==> config.mk <==
export PLATFORM = sky130hd
export DESIGN_NAME = ssd_frame_decoder
export DESIGN_NICKNAME = d
export VERILOG_FILES = /design/src/rtl/ssd_frame_decoder.sv
export SDC_FILE = /design/constraint.sdc
export NUM_CORES = 1
export LEC_CHECK = 0
export CORE_AREA = 2 2 103 105
export DETAILED_ROUTE_END_ITERATION = 10
export DIE_AREA = 0 0 105 107
export GPL_TIMING_DRIVEN = 0
export PLACE_DENSITY = 0.69
export SLEW_MARGIN = 20
export SYNTH_ARGS = -nofsm -noshare
export SYNTH_HDL_FRONTEND = slang
export SYNTH_SLANG_ARGS = --single-unit
export TNS_END_PERCENT = 20
==> constraint.sdc <==
create_clock -name clk -period 4.35 [get_ports clk]
set_clock_uncertainty 0.15 [all_clocks]
set_input_delay 0.87 -clock clk [delete_from_list [all_inputs] [get_ports clk]]
set_output_delay 0.87 -clock clk [all_outputs]
set_load 0.02 [all_outputs]
==> src/rtl/ssd_frame_decoder.sv <==
// Recovers the six BCD digits shown on a multiplexed common-anode display
// by watching the anode/cathode lines and assembling complete frames.
module ssd_frame_decoder #(
  parameter int unsigned SETTLE = 16
) (
  input  logic        clk,
  input  logic        rst,
  input  logic [5:0]  anode,
  input  logic [7:0]  cathode,
  output logic [23:0] digits,
  output logic        frame_valid,
  output logic        seg_err,
  output logic        anode_err,
  output logic [7:0]  frame_count
);

  typedef enum logic [1:0] {WAIT, SETTLING, CAPTURED} state_t;

  state_t      state;
  logic [5:0]  anode_s, anode_h;
  logic [7:0]  cathode_s, cathode_h;
  logic [7:0]  cnt;
  logic [23:0] shadow, shadow_nx;
  logic [5:0]  seen, seen_nx;

  logic        changed, stable_done, capture, multi;
  logic [3:0]  value;
  logic [2:0]  low_count;
  int unsigned idx;

  function automatic logic [3:0] decode(input logic [6:0] seg);
    case (seg)
      7'h40:   decode = 4'd0;
      7'h79:   decode = 4'd1;
      7'h24:   decode = 4'd2;
      7'h30:   decode = 4'd3;
      7'h19:   decode = 4'd4;
      7'h12:   decode = 4'd5;
      7'h02:   decode = 4'd6;
      7'h78:   decode = 4'd7;
      7'h00:   decode = 4'd8;
      7'h10:   decode = 4'd9;
      default: decode = 4'hF;
    endcase
  endfunction

  always_comb begin
    changed     = (anode_s != anode_h) || (cathode_s != cathode_h);
    // The cycle that registers a change counts as the first stable sample.
    stable_done = (state == SETTLING) && !changed && (cnt == 8'(SETTLE - 2));
    low_count   = '0;
    idx         = 0;
    for (int unsigned b = 0; b < 6; b++) begin
      if (!anode_h[b]) begin
        low_count = low_count + 3'd1;
        idx       = b;
      end
    end
    capture = stable_done && (low_count == 3'd1);
    multi   = stable_done && (low_count > 3'd1);
    value   = decode(cathode_h[6:0]);

    // A completed frame clears seen, but a capture in that same cycle survives.
    seen_nx   = (seen == '1) ? '0 : seen;
    shadow_nx = shadow;
    if (capture) begin
      seen_nx[idx]          = 1'b1;
      shadow_nx[idx*4 +: 4] = value;
    end
  end

  always_ff @(posedge clk) begin
    if (rst) begin
      anode_s     <= '1;
      cathode_s   <= '1;
      anode_h     <= '1;
      cathode_h   <= '1;
      cnt         <= '0;
      state       <= WAIT;
      shadow      <= '0;
      seen        <= '0;
      digits      <= '0;
      frame_valid <= 1'b0;
      frame_count <= '0;
      seg_err     <= 1'b0;
      anode_err   <= 1'b0;
    end else begin
      anode_s     <= anode;
      cathode_s   <= cathode;
      frame_valid <= 1'b0;

      if (changed) begin
        anode_h   <= anode_s;
        cathode_h <= cathode_s;
        cnt       <= '0;
        state     <= (anode_s == '1) ? WAIT : SETTLING;
      end else if (state == SETTLING) begin
        if (stable_done) state <= CAPTURED;
        else             cnt   <= cnt + 8'd1;
      end

      shadow <= shadow_nx;
      seen   <= seen_nx;
      if (seen == '1) begin
        digits      <= shadow;
        frame_valid <= 1'b1;
        frame_count <= frame_count + 8'd1;
      end

      if (capture && value == 4'hF) seg_err   <= 1'b1;
      if (multi)                    anode_err <= 1'b1;
    end
  end

endmodule

# ---- After elaboration in Yosys (flattened, before gate mapping)
# Index checks and enable logic that the tools add are counted.
dict set report op_classes {
  n_mux 22
  n_lt_le_gt_ge 3
  eq_ne 17
  n_reduce_logical 14
  addsub 8
  n_shift 2
  bitwise_logic 2
}
# op n
set ops {}
lappend ops {{$mux 32} 4}
lappend ops {{$pmux 4 s10} 1}
lappend ops {{$neg 32->34} 1}
lappend ops {{$shift 4x34->24 const A} 1}
lappend ops {{$shiftx 4x34->24} 1}
lappend ops {{$ge 32x1->1 const B} 1}
lappend ops {{$lt 32x4->1 const B} 1}
lappend ops {{$bwmux 24} 1}
lappend ops {{$eq 7x5->1 const B} 3}
lappend ops {{$eq 7x7->1 const B} 3}
lappend ops {{$add 8x1->8 const B} 2}
lappend ops {{$add 3x1->3 const B} 5}
lappend ops {{$mux 3} 5}
lappend ops {{$eq 7x6->1 const B} 2}
lappend ops {{$eq 6x6->1 const B} 2}
lappend ops {{$mux 6} 2}
lappend ops {{$eq 8x4->1 const B} 1}
lappend ops {{$ne 8x8->1} 1}
lappend ops {{$eq 7x2->1 const B} 1}
lappend ops {{$logic_not 7->1} 1}
lappend ops {{$logic_and 1x1->1} 6}
lappend ops {{$mux 2} 3}
lappend ops {{$ne 6x6->1} 1}
lappend ops {{$or 6x6->6} 1}
lappend ops {{other kinds (12)} 18}
dict set report totals {
  in_bits 16
  ff_bits 103
}

# ---- Longest topological paths before layout
# Gate-level depths: netlist of run 1.
dict set report depth {
  ltp_word 14
  mapped_depth 18
}

# ---- Worst setup path after synthesis of run 1
# No wires, ideal clock.
dict set report synth_path {
  path_type {register to register}
  startpoint {reg anode_h[1]}
  endpoint {reg shadow[18]}
  synth_period_minus_slack_ps 3885
  setup_ps 123
  arrival_time_ps 3612
  path_slack_ps 465
  required_time_ps 4077
  stages_incl_launch_ff 16
  cell_sequence {dfxtp_1 inv_1 ha_1 xnor2_4 ha_1 nor2_1 a31oi_1 ha_1 nor2b_1 a21o_1 ha_1 nor2b_1 a221o_1 or2_1 nor3_4 mux2_1}
}
dict set report synth_between {
  elab_chain_len 11
}
# element line_no
set synth_lines {}
lappend synth_lines {{start, declared} 20} ;# logic [5:0] anode_s, anode_h;
lappend synth_lines {{start signal, assigned} 93} ;# anode_h <= anode_s;
lappend synth_lines {{$mux 3} 54} ;# if (!anode_h[b]) begin
lappend synth_lines {{$add 3x1->3} 55} ;# low_count = low_count + 3'd1;
lappend synth_lines {{$mux 3} 54}
lappend synth_lines {{$add 3x1->3} 55}
lappend synth_lines {{$mux 3} 54}
lappend synth_lines {{$add 3x1->3} 55}
lappend synth_lines {{$mux 3} 54}
lappend synth_lines {{$add 3x1->3} 55}
lappend synth_lines {{$mux 3} 54}
lappend synth_lines {{$eq 3x1->1} 59} ;# capture = stable_done && (low_count == 3'd1);
lappend synth_lines {{$logic_and 1x1->1} 59}
lappend synth_lines {{end signal, assigned} 102} ;# shadow <= shadow_nx;
lappend synth_lines {{end, declared} 23} ;# logic [23:0] shadow, shadow_nx;
# Several ways; a longest one is shown, not always the timed one.
# A chain may end at the register's enable or synchronous reset.

# ---- Worst setup path after layout of run 1
# Same ends and word-level chain as after synthesis.

==> impl_metrics.csv, run 1 <==
group,metric,value,unit
outcome,outcome,"finished, final reports clean",
finish,seqCellArea,2060,sq um
timing,slew_violations,0,
global_routing,overflow,0,
clocking,cts_tree,"built",
global_routing,grt_pass1_wl,15500,microns
finish,final_common_cell,"dfxtp_1",
synth,synth_top_family_by_area,"simple AND/OR/NAND/NOR gates",
clocking,ctsHoldBuffers,0,
clocking,cts_buffer_depth,2,
route,firstDrtPassIters,4,
pwr,power.leakage,1.93,nW
critical_path,arrival,4.20,ns
clocking,clkLatencyLatePin,0.37,ns
worst_hold_path,min_to,"digits[21]",
synth,synth_area,4470,sq um
finish,fin_cells,691,
synth,ys_seq_area_share,46.2,%
clocking,cts_root_buffer,"clkbuf_8",
synth,syn_avg_cell_area,9.15,sq um
timing,finalSetupViolCount,0,
critical_path,r2r_setup_slack,0.25,ns
pwr,max-vdd-ir-drop,0.181,mV
finish,final_cell_mix,"dfxtp_1, nand2_1, clkdlybuf4s50_1, a21oi_1, nor2_1",
finish,n_antenna_cell,0,
route,drt_wl_total,8950,microns
global_routing,antenna_found_initial,0,
synth,synth_cell_types,58,
critical_path,cp.required,4.45,ns
global_routing,track_usage,17.2,%
clocking,cts_num_sinks,103,
route,initialDrtViolationCount,147,
critical_path,crit_path_end_kind,"register",
synth,synth-adder-area-share,2.80,%
clocking,h-tree-depth,3,
die,core,10100,sq um
critical_path,r2r-end,"shadow[18]",
timing,hold_violations,0,
synth,ys_ff_latch,103,
synth,syn_inst,488,
route,vias,3433,
placement,portBuffers,50,
global_routing,grt_pass1_vias,3319,
die,pin_count,51,
timing,slew_headroom,58.6,%
synth,ys.flop_type,"dfxtp_1",
synth,synth-edff-count,0,
global_routing,grt_max_degree,19,
finish,multi_input_area,2260,sq um
worst_hold_path,min_from,"digits[21]",
die,chipHeight,107,microns
placement,gp_congestion,0.867,
timing,setup_tns,0,ns
timing,hold-worst-slack,0.307,ns
clocking,numCtsBuffers,9,
critical_path,reg2reg_depth,15,
route,vias_per_cell,4.97,
worst_hold_path,min_path_type,"register to register",
die,die-width,105,microns
die,num_rows,37,
synth,synthSimpleGateAreaFrac,27.1,%
critical_path,reg2reg_from,"anode_h[1]",
route,remaining_drc_errors,0,
die,dieArea,11200,sq um
timing,tightest_slew,0.616,ns
pwr,p_per_area,312,nW/um^2
finish,layout.nets,577,
critical_path,startpoint_type,"register",
clocking,path_clk_slew,0.10,ns
synth,muxShareOfSynthArea,5.18,%
timing,fin_crit_sh,94.3,%
run,maxCapViolCount,0,
placement,hpwl,6740,microns
synth,synth_fp_nets,514,
pwr,power,1.67,mW
worst_hold_path,holdPathStages,2,
critical_path,critical_path_class,"register to register",
finish,drive_gt1_share,11.9,%
synth,synth-compound-area-share,7.71,%
route,drtAntennaViolNets,0,
placement,dp_cells,674,
finish,nFillCells,988,
synth,synth_xor_area_share,7.85,%
critical_path,cp_max_fo,5,
finish,syn2layout_area_growth,19.5,%
timing,timing.final.crit_period,4.10,ns
synth,ys_async_sr_fraction,0,%
synth,yosysWarnings,0,
die,initial_utilization,44.2,%
timing,max_freq,0.244,GHz
route,wl_per_cell,13.0,microns
worst max path at each step:
stage               start         end  slack [ns]
3_5_place_dp   anode_h[1]  shadow[18]        0.11
3_3_place_gp   anode_h[1]  shadow[18]        0.19
5_1_grt        anode_h[1]  shadow[18]      -0.002
6_report       anode_h[1]  shadow[18]        0.25
2_1_floorplan  anode_h[1]  shadow[18]        0.47
4_1_cts        anode_h[1]  shadow[18]        0.07
where the power goes:
part	switching [mW]	internal (mW)	leakage (nW)	total (mW)
clock network	0.340	0.216	0.0858	0.556
registers	0.0104	0.955	0.837	0.966
logic	0.0801	0.0638	1.00	0.144
total	0.431	1.24	1.93	1.67
state kept, by name (all words and copies together), names as in the netlist, 8 cells and up:
register,flops
cathode_h,8
frame_count,8
cnt,8
cathode_s,8
shadow,24
digits,24
per-stage QoR:
stage | setup slack [ns] | area [sq um] | util, %
6_report | 0.247 | 5340 | 52.9
5_1_grt | -0.00176 | 5340 | 52.9
4_1_cts | 0.0691 | 5320 | 52.7
3_5_place_dp | 0.107 | 5140 | 50.9
3_3_place_gp | 0.189 | 5140 | 50.9
2_1_floorplan | 0.465 | 4470 | -
what timing repair did:
| action | CTS | global route |
|---|---|---|
| resized for setup | 0 | 1 |
| endpoints found under the setup margin | 0 | 14 |
| hold endpoints to repair | 0 | 0 |
| setup buffers | 0 | 2 |
critical path: stages, from the launching register on:
cell and delay [ns]:
dfxtp_1 0.44, inv_1 0.11, ha_1 0.36, xnor2_4 0.17, ha_1 0.28, nor2_1 0.04, a31oi_1 0.25, ha_1 0.29
nor2b_1 0.15, a21o_1 0.16, ha_1 0.25, nor2b_1 0.13, a221o_1 0.37, or2_1 0.33, nor3_4 0.17, mux2_1 0.34
metal layers:
| metal | up-vias | routed length (microns) | GRT usage, % |
|---|---|---|---|
| met2 | 59 | 4280 | 29.3 |
| li1 | 1769 | - | - |
| met5 | - | 0 | 0 |
| met4 | 0 | 81 | 4.76 |
| met3 | 7 | 294 | 4.13 |
| met1 | 1598 | 4300 | 21.7 |
cell type report:
type | instances | area share (%)
clock buffers | 9 | 2.32
well taps | 136 | 3.19
flip-flops and latches | 103 | 38.6
multi-input cells | 351 | 42.4
plain buffers | 26 | 2.13
inverters | 8 | 0.563
clock inverters | 6 | 1.03
repair buffers | 52 | 9.66
synth_stat cells, types with 2 or more instances:
library cell / count / area, sq um
nor2_1: 30 / 113
nand4_1: 10 / 62.6
nand2b_1: 23 / 144
buf_2: 4 / 20.0
or2_1: 2 / 12.5
nand3_1: 7 / 35.0
or3b_2: 2 / 17.5
clkbuf_1: 19 / 71.3
xor2_1: 22 / 193
nor2_2: 2 / 12.5
nor3_1: 9 / 45.0
o211ai_1: 2 / 15.0
a41oi_1: 2 / 17.5
nand2_1: 72 / 270
o21bai_1: 2 / 15.0
xnor2_1: 13 / 114
or2_2: 29 / 181
a32o_1: 3 / 30.0
nor4_1: 5 / 31.3
or3_1: 6 / 37.5
a21oi_1: 32 / 160
and4_1: 2 / 17.5
ha_1: 10 / 125
dfxtp_1: 103 / 2060
nor3b_1: 3 / 22.5
mux2i_1: 22 / 220
nor3_4: 2 / 32.5
a211oi_1: 2 / 15.0
nor2b_1: 9 / 56.3
o21ai_0: 4 / 20.0
inv_1: 8 / 30.0
logic make-up after synthesis:
family / Yosys count
AOI/OAI and AO/OA: 56
xor gates and xnor gates: 37
muxes: 23
DFF: 103
adders and majority gates: 10
and+or+nand+nor: 225
buffers and inverters: 34
Power figures use the tool's default switching activity.
==> run 2, diff against run 1 <==
--- a/config.mk
+++ b/config.mk
@@ -5,11 +5,11 @@
 export SDC_FILE = /design/constraint.sdc
 export NUM_CORES = 1
 export LEC_CHECK = 0
-export CORE_AREA = 2 2 103 105
+export CORE_AREA = 2 2 93 95
 export DETAILED_ROUTE_END_ITERATION = 10
-export DIE_AREA = 0 0 105 107
+export DIE_AREA = 0 0 95 97
 export GPL_TIMING_DRIVEN = 0
-export PLACE_DENSITY = 0.69
+export PLACE_DENSITY = 0.82
 export SLEW_MARGIN = 20
 export SYNTH_ARGS = -nofsm -noshare
 export SYNTH_HDL_FRONTEND = slang
==> run 2 against run 1 <==
  * Final area decreased by 0.40%
  * Fmax is 0.18% higher
  * Sequential cell count stayed put
  * Clock power is 13% higher
  * Non-clock buffer count decreased by 1
  * Highest routed layer unchanged
==> impl_metrics.csv, run 2 (synthesis gave the netlist of run 1 again) <==
group,metric,value,unit
die,initial_utilization,54.9,%
clocking,ctsHoldBuffers,0,
clocking,cts_setup_buffers,0,
outcome,outcome,"finished, final reports clean",
die,pin_count,51,
timing,slew_headroom,56.5,%
global_routing,use_met1,27.6,%
die,num_rows,33,
clocking,cts_tree,"built",
route,initialDrtViolationCount,167,
worst_hold_path,min_path_type,"register to register",
finish,post-route-util,65.3,%
die,core,8130,sq um
finish,final_common_cell,"dfxtp_1",
die,die-width,95,microns
finish,n_antenna_cell,0,
finish,final_cell_mix,"dfxtp_1, nand2_1, clkdlybuf4s50_1, a21oi_1, nor2_1",
timing,tightest_slew,0.648,ns
global_routing,met2_usage,34.7,%
die,dieArea,9220,sq um
route,drtAntennaViolNets,0,
global_routing,grt_pass1_wl,15400,microns
critical_path,cp.required,4.47,ns
pwr,p_per_area,326,nW/um^2
critical_path,arrival,4.21,ns
global_routing,track_usage,21.1,%
placement,pre_cts_slack,0.203,ns
critical_path,critical_path_class,"register to register",
route,wl_per_cell,13.8,microns
placement,hpwl,6670,microns
placement,dp_cells,643,
clocking,cts_num_sinks,103,
route,vias,3491,
critical_path,cp_max_fo,5,
timing,slew_violations,0,
timing,fin_crit_sh,94.2,%
clocking,cts_buffer_depth,2,
timing,max_freq,0.244,GHz
global_routing,grt_max_degree,20,
placement,portBuffers,50,
clocking,path_clk_slew,0.10,ns
pwr,power.leakage,1.94,nW
finish,reg.largest.list,"digits (24), shadow (24)",
critical_path,startpoint_type,"register",
run,maxCapViolCount,0,
route,firstDrtPassIters,5,
die,chipHeight,97,microns
route,drt_wl_total,9080,microns
critical_path,r2r-end,"shadow[18]",
global_routing,use_met3,4.52,%
timing,setup_ws,0.254,ns
timing,setup_tns,0,ns
global_routing,overflow,0,
critical_path,endpoint,"shadow[18]",
clocking,cts-resized-gates,0,
global_routing,antenna_found_initial,0,
finish,drive_gt1_share,11.9,%
placement,gp_congestion,0.869,
clocking,h-tree-depth,3,
critical_path,reg2reg_depth,15,
timing,timing.final.crit_period,4.10,ns
clocking,numCtsBuffers,9,
timing,grt_setup_unrepaired,"no",
route,vias_per_cell,5.29,
clocking,clkLatencyLatePin,0.37,ns
finish,syn2layout_area_growth,19.0,%
global_routing,busiest_layer,"met2",
critical_path,reg2reg_from,"anode_h[1]",
route,remaining_drc_errors,0,
finish,fin_cells,660,
pwr,max-vdd-ir-drop,0.172,mV
timing,hold-worst-slack,0.310,ns
critical_path,r2r_setup_slack,0.25,ns
critical_path,crit_path_end_kind,"register",
clocking,cts_root_buffer,"clkbuf_8",
timing,hold_violations,0,
finish,layout.nets,576,
critical_path,critPathLaunch,"anode_h[1]",
global_routing,grt_pass1_vias,3336,
timing,finalSetupViolCount,0,
-- run 2: cell types whose count changed in the layout (fill, tap and decap cells not counted), sizes merged --
cell,delta
buf,-1
bufinv,+1
clkinvlp,-2
inv,+2
-- run 2: worst min path at each step --
stage                      end  cells past startpoint  slack, ns  startpoint
CTS                  digits[3]                      2       0.31   digits[3]
finish              digits[16]                      2       0.31  digits[16]
floorplan           digits[18]                      2       0.28  shadow[18]
global placement    digits[17]                      2       0.29  shadow[17]
detailed placement   digits[3]                      2       0.30   digits[3]
global route        digits[20]                      2       0.32  digits[20]
-- run 2: cell type report --
class                           count  area [sq um]
Fill cell                         676          2820
Multi-Input combinational cell    351          2260
Sequential cell                   103          2060
Timing Repair Buffer               51           508
Tap cell                          105           131
Clock buffer                        9           124
Buffer                             26           114
Clock inverter                      7          85.1
Inverter                            8          30.0
-- run 2: layer usage --
layer | part of all wire, % | wire length, microns
met5 | 0 | 0
met4 | 1.6 | 143
met3 | 4.1 | 368
met2 | 49 | 4430
met1 | 46 | 4140
-- run 2: metrics by stage --
step	power, mW	area (sq um)
after CTS	1.75	5310
final	1.73	5310
after global placement	1.12	5100
after global routing	1.81	5310
after floorplan	1.09	4470
after detailed placement	1.13	5100
-- run 2: power by group --
group / switching (mW) / leakage, nW / internal [mW] / total (mW)
combinational: 0.0785 / 0.996 / 0.0632 / 0.142
clock: 0.347 / 0.107 / 0.279 / 0.626
sequential: 0.0106 / 0.837 / 0.955 / 0.966
-- run 2: worst max-delay path, cell delays in order, from the launching register on --
cell and delay, ns:
dfxtp_1 0.44, inv_1 0.10, ha_1 0.36, xnor2_4 0.16, ha_1 0.28, nor2_1 0.04
a31oi_1 0.24, ha_1 0.28, nor2b_1 0.14, a21o_1 0.16, ha_1 0.26, nor2b_1 0.12
a221o_1 0.33, or2_1 0.32, nor3_4 0.27, mux2_1 0.35
==> run 3, diff against run 2 <==
--- a/config.mk
+++ b/config.mk
@@ -9,6 +9,7 @@
 export DETAILED_ROUTE_END_ITERATION = 10
 export DIE_AREA = 0 0 95 97
 export GPL_TIMING_DRIVEN = 0
+export MAX_ROUTING_LAYER = met4
 export PLACE_DENSITY = 0.82
 export SLEW_MARGIN = 20
 export SYNTH_ARGS = -nofsm -noshare
==> constraint.sdc (replaced) <==
create_clock -name clk -period 4.48 [get_ports clk]
set_clock_uncertainty 0.15 [all_clocks]
set_input_delay 0.896 -clock clk [delete_from_list [all_inputs] [get_ports clk]]
set_output_delay 0.896 -clock clk [all_outputs]
set_load 0.02 [all_outputs]
==> run 3 against run 2 <==
  * Die area unchanged
  * Final cell count decreased by 0.15%
  * Sequential power decreased by 2.9%
  * Global-route usage increased by 0.12 points
  * Critical path depth unchanged
  * Worst setup slack improved by 0.019 ns
  * Sequential share of layout area about the same
==> impl_metrics.csv, run 3 (synthesis gave the netlist of run 1 again) <==
group,metric,value,unit
outcome,outcome,"finished, final reports clean",
route,remaining_drc_errors,0,
timing,slew_violations,0,
clocking,ctsHoldBuffers,0,
pwr,max-vdd-ir-drop,0.224,mV
critical_path,critPathLaunch,"anode_h[1]",
die,die-width,95,microns
critical_path,startpoint_type,"register",
pwr,power,1.69,mW
clocking,h-tree-depth,3,
critical_path,path_cells,"inv_1 > ha_1 > xnor2_4 > ha_1 > nor2_1 > a31oi_1 > ha_1 > nor2b_1 > a21o_1 > ha_1 > nor2b_1 > a221o_1 > or2_1 > nor3_4 > mux2_1",
pwr,power.leakage,1.93,nW
finish,fin_cells,659,
timing,timing.final.crit_period,4.21,ns
route,firstDrtPassIters,4,
critical_path,slowest_delay,0.43,ns
placement,portBuffers,50,
finish,final_area,5310,sq um
clocking,cts_tree,"built",
placement,hpwl,6750,microns
clocking,clkLatencyLatePin,0.36,ns
run,maxCapViolCount,0,
global_routing,antenna_found_initial,0,
clocking,cts-resized-gates,0,
critical_path,critical_path_class,"register to register",
route,wl_per_cell,13.8,microns
finish,drive_gt1_share,11.7,%
timing,slew_headroom,61.1,%
global_routing,grt_pass1_vias,3346,
critical_path,cp.required,4.58,ns
die,initial_utilization,54.9,%
clocking,cts_buffer_depth,2,
clocking,cts_num_sinks,103,
critical_path,r2r-end,"shadow[18]",
critical_path,cpMostUsedCell,"ha_1",
timing,hold_violations,0,
critical_path,crit_family,"adder cells",
die,chipHeight,97,microns
clocking,cts_root_buffer,"clkbuf_8",
route,drtAntennaViolNets,0,
route,initialDrtViolationCount,166,
critical_path,cp_slowest_cell,"dfxtp_1",
critical_path,reg2reg_from,"anode_h[1]",
route,drt_wl_total,9100,microns
critical_path,path_buf_inv,1,
placement,pre_cts_slack,0.290,ns
placement,dp_cells,643,
clocking,numCtsBuffers,9,
finish,reg.largest.list,"digits (24), shadow (24)",
timing,grt_setup_unrepaired,"no",
finish,n_antenna_cell,0,
clocking,path_clk_slew,0.10,ns
critical_path,r2r_setup_slack,0.27,ns
timing,tightest_slew,0.579,ns
timing,hold-worst-slack,0.309,ns
timing,setup_tns,0,ns
critical_path,arrival,4.31,ns
global_routing,grt_max_degree,19,
timing,setup_ws,0.273,ns
placement,gp_congestion,0.863,
critical_path,reg2reg_depth,15,
worst_hold_path,min_to,"digits[23]",
die,pin_count,51,
worst_hold_path,holdPathStages,2,
die,core,8130,sq um
route,vias,3520,
global_routing,overflow,0,
critical_path,cp_max_fo,5,
pwr,p_per_area,317,nW/um^2
global_routing,track_usage,21.2,%
global_routing,grt_pass1_wl,15300,microns
critical_path,crit_path_end_kind,"register",
timing,fin_crit_sh,93.9,%
timing,finalSetupViolCount,0,
clocking,cts_setup_buffers,0,
worst_hold_path,min_from,"digits[23]",
die,dieArea,9220,sq um
worst_hold_path,min_path_type,"register to register",
finish,layout.nets,575,
placement,postPlaceCellArea,5100,sq um
timing,max_freq,0.238,GHz
die,num_rows,33,
route,vias_per_cell,5.34,
finish,post-route-util,65.3,%
finish,final_common_cell,"dfxtp_1",
finish,final_cell_mix,"dfxtp_1, nand2_1, clkdlybuf4s50_1, a21oi_1, nor2_1",
finish,syn2layout_area_growth,18.9,%
-- run 3: cell types whose count changed in the layout (fill, tap and decap cells not counted), sizes merged --
cell,change
inv,-2
buf,-1
clkbuf,+1
clkinvlp,+1
-- run 3: layout make-up --
class / count / area [sq um]
multi-input cells: 351 / 2260
flip-flops and latches: 103 / 2060
repair buffers: 50 / 500
clock buffers: 10 / 138
well taps: 105 / 131
plain buffers: 26 / 114
fillers: 663 / 2820
clock inverters: 6 / 75.1
inverters: 8 / 30.0
-- run 3: metal layers --
| metal | GRT usage [%] | part of all wire [%] | vias to the layer above |
|---|---|---|---|
| li1 | - | - | 1771 |
| met1 | 26.6 | 45 | 1647 |
| met5 | - | 0 | - |
| met4 | 7.69 | 0.98 | 0 |
| met3 | 3.43 | 4.5 | 8 |
| met2 | 34.4 | 49 | 94 |
-- run 3: worst min-delay path, stage by stage, from the launching register on --
cell     delay, ns
dfxtp_1       0.32
nand2_1       0.05
a21oi_1       0.05
-- run 3: worst max path at each step --
stage | slack (ns) | endpoint | cells after the start
2_1_floorplan | 0.60 | shadow[18] | 15
3_5_place_dp | 0.29 | shadow[18] | 15
4_1_cts | 0.27 | shadow[18] | 15
3_3_place_gp | 0.34 | shadow[18] | 15
6_report | 0.27 | shadow[18] | 15
5_1_grt | 0.06 | shadow[18] | 15
-- run 3: power breakdown --
part	leakage [nW]	internal (mW)	switching, mW
sequential	0.837	0.928	0.00996
combinational	0.989	0.0616	0.0770
clock	0.105	0.283	0.326
